==> config.mk <==
export PLATFORM = sky130hd
export DESIGN_NAME = serial_addsub_seq
export DESIGN_NICKNAME = d
export VERILOG_FILES = /design/src/rtl/alu_pkg.sv /design/src/rtl/serial_addsub_seq_fa.sv /design/src/rtl/serial_addsub_seq.sv
export SDC_FILE = /design/constraint.sdc
export NUM_CORES = 1
export LEC_CHECK = 0
export CAP_MARGIN = 10
export CELL_PAD_IN_SITES_DETAIL_PLACEMENT = 0
export CELL_PAD_IN_SITES_GLOBAL_PLACEMENT = 1
export CORE_MARGIN = 2
export CORE_UTILIZATION = 35
export CTS_CLUSTER_DIAMETER = 30
export DETAILED_ROUTE_END_ITERATION = 7
export GPL_TIMING_DRIVEN = 1
export PLACE_DENSITY = 0.76
export SYNTH_ARGS = -nofsm -noshare
export SYNTH_HDL_FRONTEND = slang
export SYNTH_SLANG_ARGS = --single-unit
==> constraint.sdc <==
create_clock -name clk -period 3.95 [get_ports clk]
set_input_delay 0.5925 -clock clk [delete_from_list [all_inputs] [get_ports clk]]
set_output_delay 0.5925 -clock clk [all_outputs]
set_load 0.01 [all_outputs]
==> src/rtl/alu_pkg.sv <==
// Shared ALU definitions: sequencer state encoding and operation select codes.
package alu_pkg;

    typedef enum logic [1:0] {
        S_IDLE,
        S_RUN,
        S_DONE
    } seq_state_t;

    localparam logic OP_ADD = 1'b0;
    localparam logic OP_SUB = 1'b1;

endpackage

==> src/rtl/serial_addsub_seq_fa.sv <==
// Single-bit full-adder cell with built-in operand-B inversion for subtraction.
module fullAdder (
    input  logic A,
    input  logic B,
    input  logic cin,
    input  logic sub,
    output logic sum,
    output logic cout
);

    logic b_eff;

    always_comb begin
        b_eff = B ^ sub;
        sum   = A ^ b_eff ^ cin;
        cout  = (A & b_eff) | (cin & (A ^ b_eff));
    end

endmodule

==> src/rtl/serial_addsub_seq.sv <==
// Bit-serial add/subtract sequencer: feeds one fullAdder cell LSB first for WIDTH cycles.
module serial_addsub_seq
    import alu_pkg::*;
#(
    parameter int WIDTH = 8
) (
    input  logic             clk,
    input  logic             reset,
    input  logic             start,
    input  logic             sub,
    input  logic [WIDTH-1:0] a,
    input  logic [WIDTH-1:0] b,
    output logic             busy,
    output logic             done,
    output logic [WIDTH-1:0] result,
    output logic             carry,
    output logic             overflow
);

    localparam int CNT_W = (WIDTH > 1) ? $clog2(WIDTH) : 1;
    localparam logic [CNT_W-1:0] CNT_LAST = CNT_W'(WIDTH - 1);

    seq_state_t       state_q, state_d;
    logic [CNT_W-1:0] cnt_q, cnt_d;
    logic [WIDTH-1:0] a_sh_q, a_sh_d;
    logic [WIDTH-1:0] b_sh_q, b_sh_d;
    logic [WIDTH-1:0] result_q, result_d;
    logic             sub_q, sub_d;
    logic             cy_q, cy_d;
    logic             carry_q, carry_d;
    logic             ovf_q, ovf_d;

    logic             accept;
    logic             last_bit;
    logic             fa_sum;
    logic             fa_cout;

    fullAdder u_fa (
        .A    (a_sh_q[0]),
        .B    (b_sh_q[0]),
        .cin  (cy_q),
        .sub  (sub_q),
        .sum  (fa_sum),
        .cout (fa_cout)
    );

    assign accept   = start && (state_q != S_RUN);
    assign last_bit = (cnt_q == CNT_LAST);

    // State register
    always_ff @(posedge clk) begin
        if (reset) begin
            state_q <= S_IDLE;
        end else begin
            state_q <= state_d;
        end
    end

    // Next-state logic
    always_comb begin
        state_d = state_q;
        case (state_q)
            S_IDLE:  if (accept) state_d = S_RUN;
            S_RUN:   if (last_bit) state_d = S_DONE;
            S_DONE:  state_d = accept ? S_RUN : S_IDLE;
            default: state_d = S_IDLE;
        endcase
    end

    // Output decode
    always_comb begin
        busy = (state_q == S_RUN);
        done = (state_q == S_DONE);
    end

    // Datapath: capture on accept, one bit per RUN cycle.
    // Subtract seeds the carry with 1 so the cell's inverted B becomes two's complement.
    always_comb begin
        cnt_d    = cnt_q;
        a_sh_d   = a_sh_q;
        b_sh_d   = b_sh_q;
        result_d = result_q;
        sub_d    = sub_q;
        cy_d     = cy_q;
        carry_d  = carry_q;
        ovf_d    = ovf_q;
        if (accept) begin
            a_sh_d   = a;
            b_sh_d   = b;
            sub_d    = sub;
            cy_d     = sub;
            cnt_d    = '0;
            result_d = '0;
        end else if (state_q == S_RUN) begin
            result_d = {fa_sum, result_q[WIDTH-1:1]};
            a_sh_d   = a_sh_q >> 1;
            b_sh_d   = b_sh_q >> 1;
            cy_d     = fa_cout;
            cnt_d    = cnt_q + CNT_W'(1);
            if (last_bit) begin
                carry_d = fa_cout;
                ovf_d   = cy_q ^ fa_cout;
            end
        end
    end

    always_ff @(posedge clk) begin
        if (reset) begin
            cnt_q    <= '0;
            a_sh_q   <= '0;
            b_sh_q   <= '0;
            result_q <= '0;
            sub_q    <= OP_ADD;
            cy_q     <= 1'b0;
            carry_q  <= 1'b0;
            ovf_q    <= 1'b0;
        end else begin
            cnt_q    <= cnt_d;
            a_sh_q   <= a_sh_d;
            b_sh_q   <= b_sh_d;
            result_q <= result_d;
            sub_q    <= sub_d;
            cy_q     <= cy_d;
            carry_q  <= carry_d;
            ovf_q    <= ovf_d;
        end
    end

    assign result   = result_q;
    assign carry    = carry_q;
    assign overflow = ovf_q;

endmodule

==> impl_metrics.yaml <==
global_routing:
  grt_usage_pct: 13.9
  grt_pass1_vias: 1270
  grt_pass1_wl_um: 5500
  antenna_found_initial: 0
  overflow: 0
  grt_max_degree: 36
timing:
  fin_hold_ws_ns: 0.467
  skew_ns: 0.00347
  slew_viol_final: 0
  setup_viol: 0
  fin_setup_tns_ns: 0
  fmax_mhz: 441
  fin_crit_ns: 2.27
  min_period_over_period_pct: 57.4
  hold_viol: 0
  relSlewSlack_pct: 66.5
  rsz0062_at_grt: "false"
  worstMarginPinSlew_ns: 0.503
die:
  core_area_mm2: 0.00429
  pin_count: 32
  start_util_pct: 35.9
  die_h_um: 70.4
  rows: 24
  die_area_mm2: 0.00495
  die_w_um: 70.4
logic_synthesis:
  seq_area_frac_synth_pct: 42.9
  synth_area_mm2: 0.00154
  ys_seq_elements: 33
  synthCells: 163
  ys_types: 30
  syn_area_per_cell_um2: 9.46
  yosysWarnings: 0
  synth.net_count: 186
final_layout:
  synthToLayoutAreaGrowth_pct: 24.9
  post-route-util_pct: 44.8
  num_antenna_cells: 0
  drive_gt1_share_pct: 23.4
  fillCellCount: 418
  fin_area_mm2: 0.00193
  fin_nets: 215
clocking:
  cts_buffers: 5
  clockBufferDepth: 2
  cts_setup_buffers: 0
  clock_sinks: 33
  worst_skew_pair.late_latency_ns: 0.28
  hold_buffers: 0
  ctsHtreeMaxLevel: 2
  cts_tree: "done"
  root_buffer: "clkbuf_8"
  clk_pin_slew_ns: 0.06
  cts_resized: 0
critical_path:
  cp-start-kind: "register"
  ff2ff_path_depth: 4
  worstPathArrival_ns: 1.68
  worstPathRequired_ns: 3.36
  worstPathMaxFanout: 35
  end_kind: "primary output"
  slowest_stage: "clkdlybuf4s50_1"
  crit_path_cell_trace: "nand2b_1, inv_8, clkdlybuf4s50_1"
  crit_type: "reg2out"
  critPathMaxStageDelay_ns: 0.59
detailed_routing:
  vias: 1216
  firstDrtPassIters: 4
  routed_wl_um: 3230
  drc: 0
  initialDrtViolationCount: 27
  via_per_inst: 4.98
  routedWlPerCell_um: 13.2
  antenna_left: 0
hold_path:
  min_path_type: "reg2reg"
  whs_path_depth: 2
place:
  placed_area_mm2: 0.00184
  port_buffers: 31
  place_congestion: 0.699
  dpl.hpwl_um: 2140
power_and_ir_drop:
  power_mw: 0.734
  ir_drop_uv: 206
  power_leakage_nw: 0.674
  power_density_mw_per_mm2: 381
flow_run:
  cap_violations: 0
status:
  status: "finished clean"
## final cells by class
cell class / count / area [um^2] / share of cell area, %
inverter: 4 / 22.5 / 1.17
multi-input combinational: 114 / 758 / 39.4
sequential: 33 / 661 / 34.3
timing repair buffer: 34 / 333 / 17.3
tap: 52 / 65.1 / 3.38
clock buffer: 7 / 86.3 / 4.48
## path summary, 6_finish.rpt
path                                  to  slack, ns                    start
setup / recovery                    busy       1.68  state_q[0]$_SDFFE_PP0P_
hold / removal     overflow$_SDFFE_PP0P_       0.47    overflow$_SDFFE_PP0P_
setup reg to reg  result[7]$_SDFFE_PP0N_       2.29  state_q[1]$_SDFFE_PP0P_
hold reg to reg    overflow$_SDFFE_PP0P_       0.47    overflow$_SDFFE_PP0P_
## per-layer routing
layer | global-route usage, % | routed length (um)
met5 | 0 | 0
met4 | 4.49 | 51
met3 | 4.33 | 181
met2 | 23.5 | 1530
met1 | 16.6 | 1470
## power breakdown
group          internal (mW)  switching (mW)  total [mW]
Combinational         0.0544          0.0654       0.120
Clock                  0.138           0.112       0.250
Sequential             0.352          0.0127       0.365
## synthesized netlist by cell type (all sizes together)
cell type | instances | area, um^2
a211oi | 15 | 168
nand3 | 2 | 10.0
nand2b | 1 | 6.26
a221oi | 1 | 15.0
o21ai | 1 | 5.00
dfxtp | 33 | 661
o22a | 1 | 8.76
a21oi | 27 | 210
inv | 4 | 22.5
xnor2 | 3 | 26.3
ha | 2 | 25.0
nand2 | 34 | 128
a21o | 1 | 7.51
fa | 1 | 20.0
clkbuf | 1 | 3.75
buf | 11 | 96.3
nor2b | 1 | 6.26
nor3 | 2 | 10.0
a311oi | 1 | 15.0
nand3b | 1 | 7.51
nor2 | 18 | 70.1
mux2i | 2 | 20.0
## metrics by stage
stage	setup WS, ns	instances
CTS	1.66	244
finish	1.68	244
floorplan	2.58	163
global route	1.62	244
detailed placement	1.87	237
global placement	1.90	237
## flip-flops by register name, indices dropped and copies added (netlist names)
register	flops
result	8
overflow	1
state_q	2
b_sh_q	8
sub_q	1
carry	1
a_sh_q	8
cy_q	1
cnt_q	3
## logic make-up (layout without fill, tap and decap cells)
kind of cell             count (synthesis)  count (layout)  share of synthesized area, %
AND/OR/NAND/NOR                         59              59                          15.4
AO/OA/AOI/OAI                           47              47                          27.8
XOR/XNOR                                 3               3                          1.70
adder cells (fa/ha/maj)                  3               3                          2.92
buffers and inverters                   16              45                          7.95
flip-flops                              33              33                          42.9
multiplexers                             2               2                          1.30
## critical path, delay by kind of cell (launching register included)
kind,cells,cell delay [ns]
and+or+nand+nor,1,0.17
buffers and inverters,2,0.83
DFF,1,0.38
## cell usage in the layout, fill, tap and decap left out, types with 2 or more instances in the layout
cell,n
nand2_1,34
nor2_1,17
dfxtp_1,33
a21oi_2,20
nand3_1,2
ha_1,2
a21oi_1,7
inv_1,2
clkdlybuf4s50_1,31
mux2i_1,2
buf_4,3
a211oi_1,4
xnor2_1,3
clkbuf_8,6
a211oi_2,11
nor3_1,2
Power figures use the tool's default switching activity.
